===== config.mk =====
export PLATFORM = sky130hd
export DESIGN_NAME = jkff_bank_flat
export DESIGN_NICKNAME = d
export VERILOG_FILES = /design/src/rtl/jkff_bank_if.sv /design/src/rtl/jkff_bank.sv /design/src/flat_wrapper.sv
export SDC_FILE = /design/constraint.sdc
export NUM_CORES = 1
export LEC_CHECK = 0
export BUFFER_PORTS_ARGS = -buffer_cell sky130_fd_sc_hd__buf_2
export CAP_MARGIN = 20
export CORE_ASPECT_RATIO = 0.8
export CORE_MARGIN = 2
export CORE_UTILIZATION = 56
export DETAILED_ROUTE_END_ITERATION = 8
export GPL_TIMING_DRIVEN = 1
export PLACE_DENSITY = 0.85
export SLEW_MARGIN = 30
export SYNTH_ARGS = -nofsm -noshare
export SYNTH_HDL_FRONTEND = slang
export SYNTH_SLANG_ARGS = --single-unit

===== constraint.sdc =====
create_clock -name clk -period 18.47 [get_ports clk]
set_input_delay 3.694 -clock clk [delete_from_list [all_inputs] [get_ports clk]]
set_output_delay 3.694 -clock clk [all_outputs]
set_load 0.005 [all_outputs]

===== src/rtl/jkff_bank_if.sv =====
// Control and status bundle for the jkff_bank state-element bank.
// The driver side owns the lane inputs; the bank side owns state and flags.
interface jkff_bank_if #(
    parameter int WIDTH = 8,
    parameter int CNT_W = 16
);
    logic             en;
    logic [1:0]       mode;
    logic [WIDTH-1:0] j;
    logic [WIDTH-1:0] k;
    logic             err_clr;
    logic [WIDTH-1:0] q;
    logic [WIDTH-1:0] q_n;
    logic [WIDTH-1:0] rise;
    logic [WIDTH-1:0] fall;
    logic [CNT_W-1:0] toggle_cnt;
    logic             sr_err;

    modport master (
        output en, mode, j, k, err_clr,
        input  q, q_n, rise, fall, toggle_cnt, sr_err
    );

    modport slave (
        input  en, mode, j, k, err_clr,
        output q, q_n, rise, fall, toggle_cnt, sr_err
    );
endinterface


===== src/rtl/jkff_bank.sv =====
// Multi-lane JK/T/D/SR flip-flop bank with edge flags, a saturating
// transition counter and a sticky SR-illegal error flag.
module jkff_bank #(
    parameter int               WIDTH     = 8,
    parameter logic [WIDTH-1:0] RESET_VAL = '0,
    parameter int               CNT_W     = 16
) (
    input logic        clk,
    input logic        rst,
    jkff_bank_if.slave bus
);
    localparam int SUM_W = CNT_W + 7;
    localparam logic [SUM_W-1:0] CNT_MAX = {{7{1'b0}}, {CNT_W{1'b1}}};

    generate
        if (WIDTH < 1 || WIDTH > 64 || CNT_W < 2 || CNT_W > 32) begin : g_bad_param
            $error("jkff_bank: WIDTH must be 1..64 and CNT_W 2..32");
        end
    endgenerate

    logic [WIDTH-1:0] r_q;
    logic [WIDTH-1:0] r_rise;
    logic [WIDTH-1:0] r_fall;
    logic [CNT_W-1:0] r_cnt;
    logic             r_err;

    logic [WIDTH-1:0] w_q_next;
    logic [WIDTH-1:0] w_diff;
    logic [WIDTH-1:0] w_sr_set;
    logic [WIDTH-1:0] w_sr_clr;
    logic             w_err_set;
    logic [6:0]       w_pop;
    logic [SUM_W-1:0] w_sum;
    logic [CNT_W-1:0] w_cnt_next;

    assign w_sr_set = bus.j & ~bus.k;
    assign w_sr_clr = bus.k & ~bus.j;

    always_comb begin
        w_q_next  = r_q;
        w_err_set = 1'b0;
        if (bus.en) begin
            unique case (bus.mode)
                2'b00: w_q_next = (~r_q & bus.j) | (r_q & ~bus.k);
                2'b01: w_q_next = r_q ^ bus.j;
                2'b10: w_q_next = bus.j;
                2'b11: begin
                    // S=R=1 falls through both masks, so the lane holds
                    w_q_next  = w_sr_set | (r_q & ~w_sr_clr);
                    w_err_set = |(bus.j & bus.k);
                end
            endcase
        end
    end

    assign w_diff = r_q ^ w_q_next;

    always_comb begin
        w_pop = '0;
        for (int i = 0; i < WIDTH; i++) begin
            w_pop = w_pop + 7'(w_diff[i]);
        end
    end

    assign w_sum      = {7'b0, r_cnt} + {{(SUM_W-7){1'b0}}, w_pop};
    assign w_cnt_next = (w_sum > CNT_MAX) ? {CNT_W{1'b1}} : w_sum[CNT_W-1:0];

    always_ff @(posedge clk) begin
        if (rst) begin
            r_q    <= RESET_VAL;
            r_rise <= '0;
            r_fall <= '0;
            r_cnt  <= '0;
            r_err  <= 1'b0;
        end else begin
            r_q    <= w_q_next;
            r_rise <= ~r_q & w_q_next;
            r_fall <= r_q & ~w_q_next;
            r_cnt  <= w_cnt_next;
            r_err  <= w_err_set | (r_err & ~bus.err_clr);
        end
    end

    assign bus.q          = r_q;
    assign bus.q_n        = ~r_q;
    assign bus.rise       = r_rise;
    assign bus.fall       = r_fall;
    assign bus.toggle_cnt = r_cnt;
    assign bus.sr_err     = r_err;
endmodule


===== src/flat_wrapper.sv =====
// flat-port wrapper written by rule: the top's interface ports become plain ports
module jkff_bank_flat 
#(
    parameter int               WIDTH     = 8,
    parameter logic [WIDTH-1:0] RESET_VAL = '0,
    parameter int               CNT_W     = 16
)
  (clk, rst, bus_en, bus_mode, bus_j, bus_k, bus_err_clr, bus_q, bus_q_n, bus_rise, bus_fall, bus_toggle_cnt, bus_sr_err);
  jkff_bank_if #(.WIDTH(WIDTH), .CNT_W(CNT_W)) bus_i ();
  input logic clk;
  input logic rst;
  input wire logic [$bits(bus_i.en)-1:0] bus_en;
  input wire logic [$bits(bus_i.mode)-1:0] bus_mode;
  input wire logic [$bits(bus_i.j)-1:0] bus_j;
  input wire logic [$bits(bus_i.k)-1:0] bus_k;
  input wire logic [$bits(bus_i.err_clr)-1:0] bus_err_clr;
  output wire logic [$bits(bus_i.q)-1:0] bus_q;
  output wire logic [$bits(bus_i.q_n)-1:0] bus_q_n;
  output wire logic [$bits(bus_i.rise)-1:0] bus_rise;
  output wire logic [$bits(bus_i.fall)-1:0] bus_fall;
  output wire logic [$bits(bus_i.toggle_cnt)-1:0] bus_toggle_cnt;
  output wire logic [$bits(bus_i.sr_err)-1:0] bus_sr_err;
  assign bus_i.en = bus_en;
  assign bus_i.mode = bus_mode;
  assign bus_i.j = bus_j;
  assign bus_i.k = bus_k;
  assign bus_i.err_clr = bus_err_clr;
  assign bus_q = bus_i.q;
  assign bus_q_n = bus_i.q_n;
  assign bus_rise = bus_i.rise;
  assign bus_fall = bus_i.fall;
  assign bus_toggle_cnt = bus_i.toggle_cnt;
  assign bus_sr_err = bus_i.sr_err;
  jkff_bank #(.WIDTH(WIDTH), .RESET_VAL(RESET_VAL), .CNT_W(CNT_W)) u_core (.clk(clk), .rst(rst), .bus(bus_i));
endmodule

==> impl_metrics.csv <==
group,metric,value,unit
run_status,status,"finished clean",
critical_path,crit_arrival,9.02,ns
detailed_routing,ant_nets,0,
global_routing,antenna_found_initial,0,
place,port_buffers,70,
global_routing,grt_max_degree,31,
critical_path,end_kind,"flip-flop",
die,num_rows,21,
detailed_routing,via_per_inst,5.596,
synth,ys.flop_type,"dfxtp_1",
place,gp_congestion,0.8317,
detailed_routing,vias,2367,
sta,post-route-period-util,47.63,%
global_routing,grt_pass1_vias,2134,
clocking,cts_tree,"yes",
sta,drv_slew,0,
die,dieArea,5086,µm²
die,start_util,59.58,%
global_routing,grtUsageTotal,23.47,%
sta,fmax,0.1137,GHz
detailed_routing,wirelength,5.711,mm
clocking,path_clk_slew,0.08,ns
critical_path,required,18.69,ns
sta,hold_viol,0,
synth,yosys.cell_types.count,42,
place,place_ws,9.378,ns
die,io_pins,71,
critical_path,critical_path_class,"in2reg",
synth,synth_edf_count,0,
layout,nets,415,
synth,postSynth.asyncResetShare,0,%
layout,final_layout_size_suffix_gt1_share,22.68,%
layout,final_area,3002,µm²
synth,yosys_warnings,0,
sta,setup_viol,0,
min_path,hold_path.class,"reg2reg",
die,coreArea,4257,µm²
die,fp.dieW,79.24,µm
sta,finClkSkew,0.007638,ns
clocking,cts-buffers-inserted,5,
clocking,cts_resized,0,
layout,diodes,0,
detailed_routing,drc_errors,0,
synth,synth.avg_cell_area,8.398,µm²
layout,syn2layout_area_growth,18.35,%
clocking,clockRootBuffer,"clkbuf_8",
critical_path,path_max_fanout,27,
critical_path,startpoint_type,"input port",
clocking,cts.sinks,41,
clocking,cts_setup_buffers,0,
global_routing,grt_pass1_wl,9.480,mm
pwr,p_per_area,88.70,nW/µm²
place,place_hpwl,4.205,mm
place,placed_area,2900,µm²
clocking,h-tree-depth,2,
run,max_cap_violations,0,
detailed_routing,wl_per_cell,13.50,µm
synth,syn_area,2536,µm²
sta,relSlewSlack,54.90,%
synth,synth_seq_cells,41,
sta,rsz0062_at_grt,"no",
synth,yosysSeqAreaShare,32.36,%
sta,holdWs,0.4730,ns
synth,synth_fp_nets,352,
sta,fin_crit,8.798,ns
sta,worst_slew_pin_slew,0.6765,ns
pwr,peakVddDrop,0.00005497,V
clocking,ctsHoldBuffers,0,
sta,fin_ws,9.672,ns
pwr,cellLeakagePower,0.001468,µW
synth,syn_inst,302,
die,dieHeight,64.19,µm
detailed_routing,first_iter_violations,159,
sta,fin_tns_setup,0,ns
clocking,clockBufferDepth,2,
detailed_routing,dr.pass1.iters,6,
global_routing,grt-ovfl-total,0,
clocking,clk_latency,0.30,ns
## cell families (layout without fill, tap and decap cells)
group	after synthesis	in the layout	synth area share, %
AND/OR/NAND/NOR	106	106	23.38
AO/OA/AOI/OAI	84	84	21.81
flip-flops	41	41	32.36
buffers and inverters	40	104	6.117
adder cells (fa/ha/maj)	28	28	15.29
XOR/XNOR	3	3	1.036
## power breakdown
group	switching [µW]	internal (µW)	total [µW]
logic	53.1	47.5	101
registers	5.44	96.0	101
clock network	30.4	33.8	64.2
total	89.0	177	266
## through the flow
stage	total power [µW]	utilization [%]	instances
2_1_floorplan	178.0	-	302
3_3_place_gp	200.6	68.14	415
3_5_place_dp	203.4	68.14	415
4_1_cts	268.7	70.52	423
5_1_grt	288.3	70.52	423
6_report	266.3	70.52	423
## final timing paths
kind / cells past startpoint / start / end / slack [ns]
setup reg to reg: 18 / u_core.bus.q[0] / u_core.bus.toggle_cnt[11] / 13.14
setup / recovery: 19 / bus_mode[1] / u_core.bus.toggle_cnt[11] / 9.67
hold reg to reg: 2 / u_core.bus.sr_err / u_core.bus.sr_err / 0.47
hold / removal: 2 / u_core.bus.sr_err / u_core.bus.sr_err / 0.47
## critical path: stages
cell and delay [ns]:
buf_2 0.33, nand2b_1 0.34, o22ai_1 0.11, a21oi_1 0.23
and2_1 0.17, ha_1 0.23, inv_1 0.06, ha_1 0.24
fa_1 0.54, inv_1 0.05, fa_1 0.50, fa_1 0.47
fa_1 0.54, inv_1 0.05, ha_1 0.28, a211o_1 0.25
a21oi_1 0.53, o21ai_0 0.19, a31oi_1 0.20
## cell usage in the layout (no fill, tap or decap), types with 3 or more instances in the layout
cell type  synthesis  layout
nand2b_1          10      10
ha_1              23      23
o21a_1             6       6
o211a_1            4       4
fa_1               5       5
buf_2              4      70
a22oi_1            4       4
o2111ai_1          3       3
o22ai_1            7       7
a21oi_1           28      28
dfxtp_1           41      41
nand4_1            5       5
and2_1             7       7
nand2_1           24      24
inv_1             26      26
a31oi_1            5       5
or3_1              7       7
nand3_1            3       3
and3_1             8       8
nand3b_1           7       7
nor2_1            11      11
o21ai_0           14      14
nor2b_1           19      19
clkbuf_8           0       7
## final cells by class
type | instances | area, µm²
inverter | 26 | 97.59
multi-input combinational | 221 | 1560
tap | 57 | 71.32
timing repair buffer | 70 | 350.3
clock inverter | 1 | 5.005
clock buffer | 7 | 96.34
sequential | 41 | 820.8
fill | 364 | 1255
## Yosys cell counts, types with 6 or more instances
library cell / count / area, µm²
o22ai_1: 7 / 43.79
o21ai_0: 14 / 70.07
and2_1: 7 / 43.79
nor2b_1: 19 / 118.9
clkbuf_1: 8 / 30.03
nor2_1: 11 / 41.29
o21a_1: 6 / 45.04
or3_1: 7 / 43.79
dfxtp_1: 41 / 820.8
a21oi_1: 28 / 140.1
inv_1: 26 / 97.59
ha_1: 23 / 287.8
and3_1: 8 / 50.05
nand2b_1: 10 / 62.56
nand3b_1: 7 / 52.55
nand2_1: 24 / 90.09
## state kept, by name (all words and copies together) (netlist names)
name and count:
u_core.bus.q 8, u_core.bus.fall 8, u_core.bus.sr_err 1, u_core.bus.rise 8
u_core.bus.toggle_cnt 16
## per-layer routing
layer,vias up,share of wire [%],global-route usage [%]
met1,1082,46,30.53
met5,-,0,0
li1,1186,-,-
met3,14,7.7,6.638
met2,85,45,37.61
met4,0,1.4,7.543
Note: power is estimated with default switching activity, not from simulation.
